--- src/rtl/dram_port_arbiter_if.sv ---
// Core-side request/ack bus plus the single-port RAM bus of the shared data-memory arbiter.
// master = cores and RAM model, slave = arbiter.
interface dram_port_arbiter_if #(
  parameter int N_CORES = 4,
  parameter int ADDR_W  = 16,
  parameter int DATA_W  = 16
);
  logic [N_CORES-1:0]        req;
  logic [N_CORES-1:0]        we;
  logic [N_CORES*ADDR_W-1:0] addr;
  logic [N_CORES*DATA_W-1:0] wdata;
  logic [N_CORES-1:0]        ack;
  logic [DATA_W-1:0]         rdata;
  logic [ADDR_W-1:0]         mem_addr;
  logic [DATA_W-1:0]         mem_wdata;
  logic                      mem_wren;
  logic [DATA_W-1:0]         mem_q;

  modport master (
    output req, we, addr, wdata, mem_q,
    input  ack, rdata, mem_addr, mem_wdata, mem_wren
  );

  modport slave (
    input  req, we, addr, wdata, mem_q,
    output ack, rdata, mem_addr, mem_wdata, mem_wren
  );
endinterface

--- src/rtl/dram_port_arbiter.sv ---
// Round-robin arbiter serialising per-core load/store requests onto one synchronous RAM port.
// Optional busy-cycle performance counter enabled by defining ARB_PERF_EN.
module dram_port_arbiter #(
  parameter int N_CORES = 4,
  parameter int ADDR_W  = 16,
  parameter int DATA_W  = 16
) (
  input  logic                clk,
  input  logic                controlRST,
  dram_port_arbiter_if.slave  bus,
  output logic                busy,
  output logic [23:0]         busy_cycles
);
  localparam int RR_W = $clog2(N_CORES);

  typedef enum logic [1:0] {IDLE, ISSUE, CAPTURE} state_t;

  state_t              state_reg;
  logic [RR_W-1:0]     rr_reg;
  logic [RR_W-1:0]     win_reg;
  logic                we_reg;
  logic [N_CORES-1:0]  ack_reg;
  logic [ADDR_W-1:0]   mem_addr_reg;
  logic [DATA_W-1:0]   mem_wdata_reg;
  logic                mem_wren_reg;
  logic                busy_reg;

  logic [ADDR_W-1:0]   addr_arr  [N_CORES];
  logic [DATA_W-1:0]   wdata_arr [N_CORES];

  genvar gi;
  generate
    for (gi = 0; gi < N_CORES; gi++) begin : g_unpack
      assign addr_arr[gi]  = bus.addr[gi*ADDR_W +: ADDR_W];
      assign wdata_arr[gi] = bus.wdata[gi*DATA_W +: DATA_W];
    end
  endgenerate

  // First requesting core found when scanning upward from the round-robin pointer.
  logic            grant_valid;
  logic [RR_W-1:0] grant_id;
  logic [RR_W-1:0] scan_idx;

  always_comb begin
    grant_valid = 1'b0;
    grant_id    = '0;
    scan_idx    = '0;
    for (int off = 0; off < N_CORES; off++) begin
      scan_idx = rr_reg + RR_W'(off);
      if (!grant_valid && bus.req[scan_idx]) begin
        grant_valid = 1'b1;
        grant_id    = scan_idx;
      end
    end
  end

  always_ff @(posedge clk) begin
    if (controlRST) begin
      state_reg     <= IDLE;
      rr_reg        <= '0;
      win_reg       <= '0;
      we_reg        <= 1'b0;
      ack_reg       <= '0;
      mem_addr_reg  <= '0;
      mem_wdata_reg <= '0;
      mem_wren_reg  <= 1'b0;
      busy_reg      <= 1'b0;
    end else begin
      ack_reg      <= '0;
      mem_wren_reg <= 1'b0;
      case (state_reg)
        IDLE: begin
          // The RAM bus is loaded here so it is already valid throughout ISSUE.
          if (grant_valid) begin
            win_reg       <= grant_id;
            we_reg        <= bus.we[grant_id];
            mem_addr_reg  <= addr_arr[grant_id];
            mem_wdata_reg <= wdata_arr[grant_id];
            mem_wren_reg  <= bus.we[grant_id];
            busy_reg      <= 1'b1;
            state_reg     <= ISSUE;
          end
        end
        ISSUE: begin
          ack_reg[win_reg] <= 1'b1;
          state_reg        <= CAPTURE;
        end
        CAPTURE: begin
          rr_reg    <= win_reg + RR_W'(1);
          busy_reg  <= 1'b0;
          state_reg <= IDLE;
        end
        default: begin
          busy_reg  <= 1'b0;
          state_reg <= IDLE;
        end
      endcase
    end
  end

  // RAM read data only arrives during CAPTURE, so it is steered straight through while ack is high.
  assign bus.rdata     = (|ack_reg && !we_reg) ? bus.mem_q : '0;
  assign bus.ack       = ack_reg;
  assign bus.mem_addr  = mem_addr_reg;
  assign bus.mem_wdata = mem_wdata_reg;
  assign bus.mem_wren  = mem_wren_reg;
  assign busy          = busy_reg;

`ifdef ARB_PERF_EN
  logic [23:0] busy_cycles_reg;

  always_ff @(posedge clk) begin
    if (controlRST) begin
      busy_cycles_reg <= '0;
    end else if (busy_reg && busy_cycles_reg != 24'hFFFFFF) begin
      busy_cycles_reg <= busy_cycles_reg + 24'd1;
    end
  end

  assign busy_cycles = busy_cycles_reg;
`else
  assign busy_cycles = '0;
`endif
endmodule

--- src/flat_wrapper.sv ---
// flat-port wrapper written by rule: the top's interface ports become plain ports
module dram_port_arbiter_flat 
#(
  parameter int N_CORES = 4,
  parameter int ADDR_W  = 16,
  parameter int DATA_W  = 16
)
  (clk, controlRST, busy, busy_cycles, bus_req, bus_we, bus_addr, bus_wdata, bus_mem_q, bus_ack, bus_rdata, bus_mem_addr, bus_mem_wdata, bus_mem_wren);
  dram_port_arbiter_if #(.N_CORES(N_CORES), .ADDR_W(ADDR_W), .DATA_W(DATA_W)) bus_i ();
  input  logic clk;
  input  logic controlRST;
  output logic busy;
  output logic [23:0] busy_cycles;
  input wire logic [$bits(bus_i.req)-1:0] bus_req;
  input wire logic [$bits(bus_i.we)-1:0] bus_we;
  input wire logic [$bits(bus_i.addr)-1:0] bus_addr;
  input wire logic [$bits(bus_i.wdata)-1:0] bus_wdata;
  input wire logic [$bits(bus_i.mem_q)-1:0] bus_mem_q;
  output wire logic [$bits(bus_i.ack)-1:0] bus_ack;
  output wire logic [$bits(bus_i.rdata)-1:0] bus_rdata;
  output wire logic [$bits(bus_i.mem_addr)-1:0] bus_mem_addr;
  output wire logic [$bits(bus_i.mem_wdata)-1:0] bus_mem_wdata;
  output wire logic [$bits(bus_i.mem_wren)-1:0] bus_mem_wren;
  assign bus_i.req = bus_req;
  assign bus_i.we = bus_we;
  assign bus_i.addr = bus_addr;
  assign bus_i.wdata = bus_wdata;
  assign bus_i.mem_q = bus_mem_q;
  assign bus_ack = bus_i.ack;
  assign bus_rdata = bus_i.rdata;
  assign bus_mem_addr = bus_i.mem_addr;
  assign bus_mem_wdata = bus_i.mem_wdata;
  assign bus_mem_wren = bus_i.mem_wren;
  dram_port_arbiter #(.N_CORES(N_CORES), .ADDR_W(ADDR_W), .DATA_W(DATA_W)) u_core (.clk(clk), .controlRST(controlRST), .bus(bus_i), .busy(busy), .busy_cycles(busy_cycles));
endmodule
--- config.mk ---
export PLATFORM = sky130hd
export DESIGN_NAME = dram_port_arbiter_flat
export DESIGN_NICKNAME = d
export VERILOG_FILES = /design/src/rtl/dram_port_arbiter_if.sv /design/src/rtl/dram_port_arbiter.sv /design/src/flat_wrapper.sv
export SDC_FILE = /design/constraint.sdc
export NUM_CORES = 1
export LEC_CHECK = 0
export ABC_AREA = 0
export ABC_CLOCK_PERIOD_IN_PS = 1910
export CAP_MARGIN = 20
export CELL_PAD_IN_SITES_DETAIL_PLACEMENT = 0
export CELL_PAD_IN_SITES_GLOBAL_PLACEMENT = 1
export CORE_MARGIN = 3
export CORE_UTILIZATION = 25
export CTS_BUF_LIST = sky130_fd_sc_hd__clkbuf_2
export CTS_CLUSTER_SIZE = 30
export DETAILED_ROUTE_END_ITERATION = 10
export GPL_TIMING_DRIVEN = 0
export PLACE_DENSITY = 0.85
export RECOVER_POWER = 50
export SLEW_MARGIN = 20
export SYNTH_ARGS = -nofsm -noshare
export SYNTH_HDL_FRONTEND = slang
export SYNTH_SLANG_ARGS = --single-unit
export TNS_END_PERCENT = 100
--- constraint.sdc ---
create_clock -name clk -period 1.91 [get_ports clk]
set_input_delay 0.4775 -clock clk [delete_from_list [all_inputs] [get_ports clk]]
set_output_delay 0.4775 -clock clk [all_outputs]
set_load 0.02 [all_outputs]
==> results of run 1 <==
[what timing repair did]
item	CTS	global route
pin swaps	18	3
setup endpoints to repair	85	46
resized for setup	170	61
hold endpoints to repair	0	0
gates cloned	1	0
buffers inserted	1	3
[area by class of cell]
cell class	count	share of cell area
clock buffers	5	0.004220
inverters	4	0.002532
clock inverters	3	0.002954
well taps	172	0.03629
flip-flops and latches	45	0.1528
repair buffers	212	0.3516
plain buffers	57	0.06774
multi-input cells	280	0.3819
[stage by stage]
step	setup TNS, ns	power (W)	hold WS (ns)	cells	utilization
after global routing	-9.185	0.003139	0.5274	778	0.4642
after floorplan	0	0.001828	0.4333	387	-
after detailed placement	-24.33	0.002512	0.4581	766	0.4438
final	-3.186	0.002944	0.4975	778	0.4642
after global placement	-22.49	0.002486	0.4546	766	0.4438
after CTS	-2.836	0.002915	0.5036	776	0.4523
[per-layer routing]
metal  vias up  GRT usage  wire length (um)
met1      1650     0.1954              5254
met4         0    0.03258               115
met3         9    0.04537              1054
met2       158     0.2948              6260
met5         -          0                 0
li1       1793          -                 -
[cell families (layout without fill, tap and decap cells)]
| family | Yosys count | count (layout) | synth area share |
|---|---|---|---|
| compound gates | 107 | 107 | 0.2760 |
| simple gates | 107 | 107 | 0.2050 |
| buf+inv | 62 | 281 | 0.1139 |
| flops | 45 | 45 | 0.2733 |
| mux | 38 | 38 | 0.1154 |
| fa+ha+maj | 4 | 4 | 0.01519 |
| other cells | 1 | 24 | 0.001138 |
[path summary, 6_finish.rpt]
| check | from | endpoint | slack (ns) | depth (start not counted) |
|---|---|---|---|---|
| setup / recovery | u_core.bus.ack[1] | bus_rdata[10] | -0.15 | 5 |
| hold / removal | u_core.bus.mem_addr[11] | u_core.bus.mem_addr[11] | 0.50 | 2 |
| setup reg to reg | u_core.state_reg[0] | u_core.bus.mem_addr[12] | 0.03 | 5 |
| hold reg to reg | u_core.bus.mem_addr[11] | u_core.bus.mem_addr[11] | 0.50 | 2 |
[cells in the final DEF, fill, tap and decap left out, types with 2 or more instances in the layout]
cell / count
clkdlybuf4s50_1: 149
dlygate4sd2_1: 42
clkbuf_2: 17
nor3_2: 2
o21ai_0: 3
nor2_1: 6
buf_2: 4
nor2_4: 3
buf_4: 30
mux2i_4: 2
and3_1: 4
o21a_1: 2
nand2b_1: 2
nand2_1: 34
o31a_1: 32
mux2i_2: 12
ha_1: 4
conb_1: 24
a21oi_1: 2
o211ai_2: 29
dfxtp_1: 41
inv_1: 4
nor4_4: 2
clkbuf_1: 8
o211ai_1: 3
mux2i_1: 24
and2_4: 16
buf_12: 2
dfxtp_2: 4
buf_6: 21
o21ai_1: 28
and4_1: 32
[worst min-delay path: cells and delay by family, from the launching register on]
kind,cells,cell delay [ns]
compound gates,1,0.06
flops,1,0.37
simple gates,1,0.06
[power by group through the flow]
stage / registers [W] / logic (W) / clock network (W)
global placement: 0.00113 / 0.00136 / 0
floorplan: 0.00124 / 0.000585 / 0
detailed placement: 0.00113 / 0.00138 / 0
global route: 0.00113 / 0.00152 / 0.000496
finish: 0.00111 / 0.00141 / 0.000422
CTS: 0.00111 / 0.00136 / 0.000448
[cells in the mapped netlist, drive strengths merged, types with 10 or more instances]
cell type,count
dfxtp,45
o21ai,32
nand2,34
buf,36
and4,32
o31a,32
and2,17
nor2,10
o211ai,32
mux2i,38
clkbuf,22
==> summary.md, run 1 <==
| Metric | Value |
|---|---|
| Startpoint Class | `flop` |
| DP Worst Slack | `-0.6196 ns` |
| Vias/cell | `4.640` |
| Failing checks | `setup timing` |
| Post-Synthesis Cell Area | `between 3000 and 4000 um^2` |
| H-tree levels | `2` |
| DRT Wirelength | `12690 um` |
| Area of the multi-input gates | `2265 um^2` |
| Final Cycle Share | `1.081` |
| Num rows | `41` |
| CP Class | `reg2out` |
| N_diodes | `0` |
| Core area | `between 10000 and 15000 um^2` |
| Synth top area share | `0.2733` |
| Post-route cell area | `about 5900 um^2` |
| HP Class | `reg2reg` |
| Antenna violations before repair | `0` |
| Max-slew violations | `0` |
| Worst-path clk slew | `0.24 ns` |
| Mean Syn Cell Area | `9.054 um^2` |
| Total vias in the final route | `around 3600` |
| Final Critical Period | `2.065 ns` |
| GRT Total Usage | `0.1640` |
| Hold-fix buffers, CTS | `0` |
| Layout cell share with drive strength beyond 1 | `0.2525` |
| Number of max-cap violations | `0` |
| Clk Latency, worst-skew pair | `0.42 ns` |
| Netlist cell types | `38` |
| Int Pwr | `between 0.0015 and 0.002 W` |
| RSZ-0062 raised after global routing | `true` |
| Crit end category | `primary output` |
| Syn. warnings | `0` |
| Die area | `14600 um^2` |
| Fmax | `0.4843 GHz` |
| Final Skew | `0.02248 ns` |
| Critical path data required time | `1.43 ns` |
| Starting density of the core | `0.2580` |
| Register bit total from synthesis | `45` |
| Register area share after synthesis | `0.2733` |
| Logic pwr share | `0.480` |
| Fillers | `1253` |
| Worst path arrival time | `1.59 ns` |
| CP cell instances | `nor4_4 > nor2_4 > buf_6 > and2_4 > buf_6` |
| Asr flop ratio synth | `0` |
| Largest net degree at the start of global routing | `15` |
| Post-synth EDFFs | `0` |
| Area leader, netlist | `dfxtp_1` |
| Crit path setup slack, layout | `-0.1547 ns` |
| Leakage power | `2.562 nW` |
| First-pass GRT wire length | `19030 um` |
| Hold Vio Cnt, Final | `0` |
| Area Growth Syn to Fin | `79.92%` |
| CTS buffer count | `5` |
| Rel. slew slack | `0.6230` |
| # clock sinks | `45` |
| Critical path's largest stage delay | `0.39 ns` |
| GP Congestion | `0.8114` |
| Vias in the first global route | `3699` |
| Top delay family on crit path | `simple AND/OR/NAND/NOR gates` |
| Ys flop type | `dfxtp_1` |
| CP max stage cell | `dfxtp_2` |
| Area post-placement | `approximately 5700 um^2` |
| Register area | `between 900 and 1000 um^2` |
| Routed WL per cell | `approximately 16 um` |
| DRC viols | `0` |
| Synth area leaders | `dfxtp_1 (27%), mux2i_1 (12%), o211ai_2 (11%), and4_1 (8.5%), o31a_1 (8.5%)` |
| Detailed-router iteration count before antenna repair | `4` |
| Share of power burned in registers | `0.377` |
| Final #Nets | `roughly 760` |
| Die height | `120.8 um` |
| Post-route ant nets | `0` |
| Maximum buffer depth of the clock tree | `2` |
| Ports | `232` |
| Total gr overflow | `0` |
| Clk root buf | `clkbuf_2` |
| Port bufs | `207` |
| Crit path top cell by count | `buf_6` |
| Synthesized netlist cell count | `around 360` |
| Total net switching power | `0.001050 W` |
| Worst IR drop on VDD | `0.2037 mV` |
| Switching Fraction | `0.3567` |
| Crit Path Max Fanout | `5` |
| CP bufs+invs | `2` |
| Clk network pwr share | `0.143` |
| Pwr dens | `496.6 nW/um^2` |
| Die width | `120.8 um` |
| Final setup vio count | `45` |
| Post-DP HPWL | `9833 um` |
| Least-Margin Pin Slew | `about 0.56 ns` |
| Initial DRC Count | `132` |
| Status | `finished, violations left` |
| CTS tree | `built` |
No activity file was read; power rests on OpenSTA's default activity.
==> run 2: changes to the inputs <==
--- a/config.mk
+++ b/config.mk
@@ -18,7 +18,8 @@
 export GPL_TIMING_DRIVEN = 0
 export PLACE_DENSITY = 0.85
 export RECOVER_POWER = 50
-export SLEW_MARGIN = 20
+export SKIP_CTS_REPAIR_TIMING = 1
+export SLEW_MARGIN = 10
 export SYNTH_ARGS = -nofsm -noshare
 export SYNTH_HDL_FRONTEND = slang
 export SYNTH_SLANG_ARGS = --single-unit
==> summary.md, run 2 (same netlist as run 1, synthesis figures left out) <==
| Metric | Value |
|---|---|
| Register area | `907.1 um^2 (was 905.9 um^2)` |
| Die width | `120.8 um (unchanged)` |
| Worst-path clk slew | `0.24 ns (about the same)` |
| Vias in the first global route | `3629 (was 3699)` |
| Number of max-cap violations | `0 (unchanged)` |
| Total vias in the final route | `3631 (was 3610)` |
| CP Class | `reg2out (unchanged)` |
| Fillers | `1205 (was 1253)` |
| Status | `finished, violations left (unchanged)` |
| Die area | `14600 um^2 (unchanged)` |
| Starting density of the core | `0.2580 (unchanged)` |
| Ports | `232 (unchanged)` |
| Final setup vio count | `47 (was 45)` |
| FF-to-FF Start | `u_core.state_reg[0] (unchanged)` |
| Routed WL per cell | `16.36 um (was 16.30 um)` |
| Area Growth Syn to Fin | `83.37% (was 79.92%)` |
| Placed Cells | `766 (unchanged)` |
| RR Endpoint | `u_core.bus.mem_addr[13] (was u_core.bus.mem_addr[12])` |
| Post-route cell area | `6043 um^2 (was 5929 um^2)` |
| Core area | `12770 um^2 (unchanged)` |
| Crit end category | `primary output (unchanged)` |
| Crit Path Max Fanout | `8 (was 5)` |
| Port bufs | `207 (unchanged)` |
| Maximum buffer depth of the clock tree | `2 (unchanged)` |
| Total gr overflow | `0 (unchanged)` |
| Fmax | `0.4768 GHz (was 0.4843 GHz)` |
| Critical path's largest stage delay | `0.39 ns (about the same)` |
| Critical path data required time | `1.43 ns (about the same)` |
| CP Capture Point | `bus_rdata[10] (unchanged)` |
| Area of the multi-input gates | `2255 um^2 (was 2265 um^2)` |
| Die height | `120.8 um (unchanged)` |
| Min-delay src | `u_core.bus.mem_addr[11] (unchanged)` |
| Clk root buf | `clkbuf_2 (unchanged)` |
| H-tree levels | `2 (unchanged)` |
| FF-to-FF setup slack | `0.02 ns (was 0.03 ns)` |
| Rel. slew slack | `0.6136 (was 0.6230)` |
| Most common cell after layout, fill and taps aside | `clkdlybuf4s50_1 (unchanged)` |
| Layout cell share with drive strength beyond 1 | `0.2360 (was 0.2525)` |
| Least-Margin Pin Slew | `0.5743 ns (was 0.5604 ns)` |
| Pwr dens | `492.7 nW/um^2 (was 496.6 nW/um^2)` |
| Post-DP HPWL | `9833 um (unchanged)` |
| Worst r2r path cells | `5 (unchanged)` |
| RSZ-0062 raised after global routing | `true (unchanged)` |
| Leakage power | `3.031 nW (was 2.562 nW)` |
| Startpoint Class | `flop (unchanged)` |
| Area post-placement | `5669 um^2 (unchanged)` |
| Final Skew | `0.02202 ns (was 0.02248 ns)` |
| # clock sinks | `45 (unchanged)` |
| Max-slew violations | `0 (unchanged)` |
| CTS buffer count | `5 (unchanged)` |
| Antenna violations before repair | `0 (unchanged)` |
| Clk Latency, worst-skew pair | `0.42 ns (about the same)` |
| Crit path setup slack, layout | `-0.1871 ns (was -0.1547 ns)` |
| DRC viols | `0 (unchanged)` |
| First-pass GRT wire length | `18580 um (was 19030 um)` |
| Crit. Startpoint | `u_core.bus.ack[2] (was u_core.bus.ack[1])` |
| DP Worst Slack | `-0.6196 ns (unchanged)` |
| Most frequent cells in the layout | `clkdlybuf4s50_1 (148), dlymetal6s2s_1 (42), dfxtp_1 (40) (was clkdlybuf4s50_1 (149), dlygate4sd2_1 (42), dfxtp_1 (41))` |
| Final Cycle Share | `1.098 (was 1.081)` |
| Worst path arrival time | `1.62 ns (was 1.59 ns)` |
| Worst IR drop on VDD | `0.2051 mV (was 0.2037 mV)` |
| CP cell instances | `nor4_4 > nor2_4 > buf_6 > and2_4 > buf_6 (unchanged)` |
| Initial DRC Count | `121 (was 132)` |
| Post-route ant nets | `0 (unchanged)` |
| Non-filler cells, final | `778 (unchanged)` |
| GRT Total Usage | `0.1600 (was 0.1640)` |
| CTS tree | `built (unchanged)` |
| Hold Vio Cnt, Final | `0 (unchanged)` |
| Largest net degree at the start of global routing | `15 (unchanged)` |
| GP Congestion | `0.8114 (unchanged)` |
| Crit path top cell by count | `buf_6 (unchanged)` |
| HP Class | `reg2reg (unchanged)` |
| N_diodes | `0 (unchanged)` |
| Vias/cell | `4.667 (was 4.640)` |
| Final #Nets | `763 (unchanged)` |
| Detailed-router iteration count before antenna repair | `4 (unchanged)` |
| CP max stage cell | `dfxtp_2 (unchanged)` |
| Final Critical Period | `2.097 ns (was 2.065 ns)` |
| Num rows | `41 (unchanged)` |
| Failing checks | `setup timing (unchanged)` |
| DRT Wirelength | `12730 um (was 12690 um)` |
[run 2: changes by cell type in the layout (fill, tap and decap cells not counted), sizes merged]
cell,delta
dlygate4sd3,+1
dlymetal6s2s,+42
buf,-1
dlygate4sd2,-42
clkdlybuf4s50,-1
clkbuf,+1
[run 2: worst max-delay path, delay by kind of cell (launching register included)]
kind / cells / cell delay (ns)
buffers and inverters: 2 / 0.26
flip-flops: 1 / 0.39
AND/OR/NAND/NOR: 3 / 0.54
[run 2: power by group]
part / switching (W) / total, W / internal, W
logic: 0.000654 / 0.00145 / 0.000792
clock network: 0.000334 / 0.000421 / 0.0000869
registers: 0.0000605 / 0.00111 / 0.00105
total: 0.00105 / 0.00298 / 0.00193
[run 2: per-stage QoR]
stage	utilization	total power, W	hold slack, ns	TNS, ns
CTS	0.4472	0.002945	0.5085	-15.49
global route	0.4731	0.003174	0.5274	-10.57
floorplan	-	0.001828	0.4333	0
global placement	0.4438	0.002486	0.4546	-22.49
finish	0.4731	0.002977	0.4964	-6.155
detailed placement	0.4438	0.002512	0.4581	-24.33
[run 2: worst min path at each step]
stage,end,cells past startpoint
finish,u_core.bus.mem_addr[11],2
global route,u_core.bus.mem_wdata[13],2
global placement,u_core.busy,1
floorplan,u_core.we_reg,2
detailed placement,u_core.bus.mem_addr[10],2
CTS,u_core.bus.mem_addr[11],2
[run 2: layout make-up]
type | instances | area share
timing repair buffer | 211 | 0.3648
clock buffer | 5 | 0.004141
multi-input combinational | 280 | 0.3731
inverter | 4 | 0.002484
buffer | 58 | 0.06687
sequential | 45 | 0.1501
clock inverter | 3 | 0.002899
tap | 172 | 0.03561
[run 2: per-layer routing]
metal / track usage / routed length [um] / up-vias
met3: 0.04303 / 1002 / 15
met2: 0.2840 / 6339 / 165
met4: 0.03258 / 136 / 0
li1: - / - / 1800
met1: 0.1939 / 5247 / 1651
met5: 0 / 0 / -
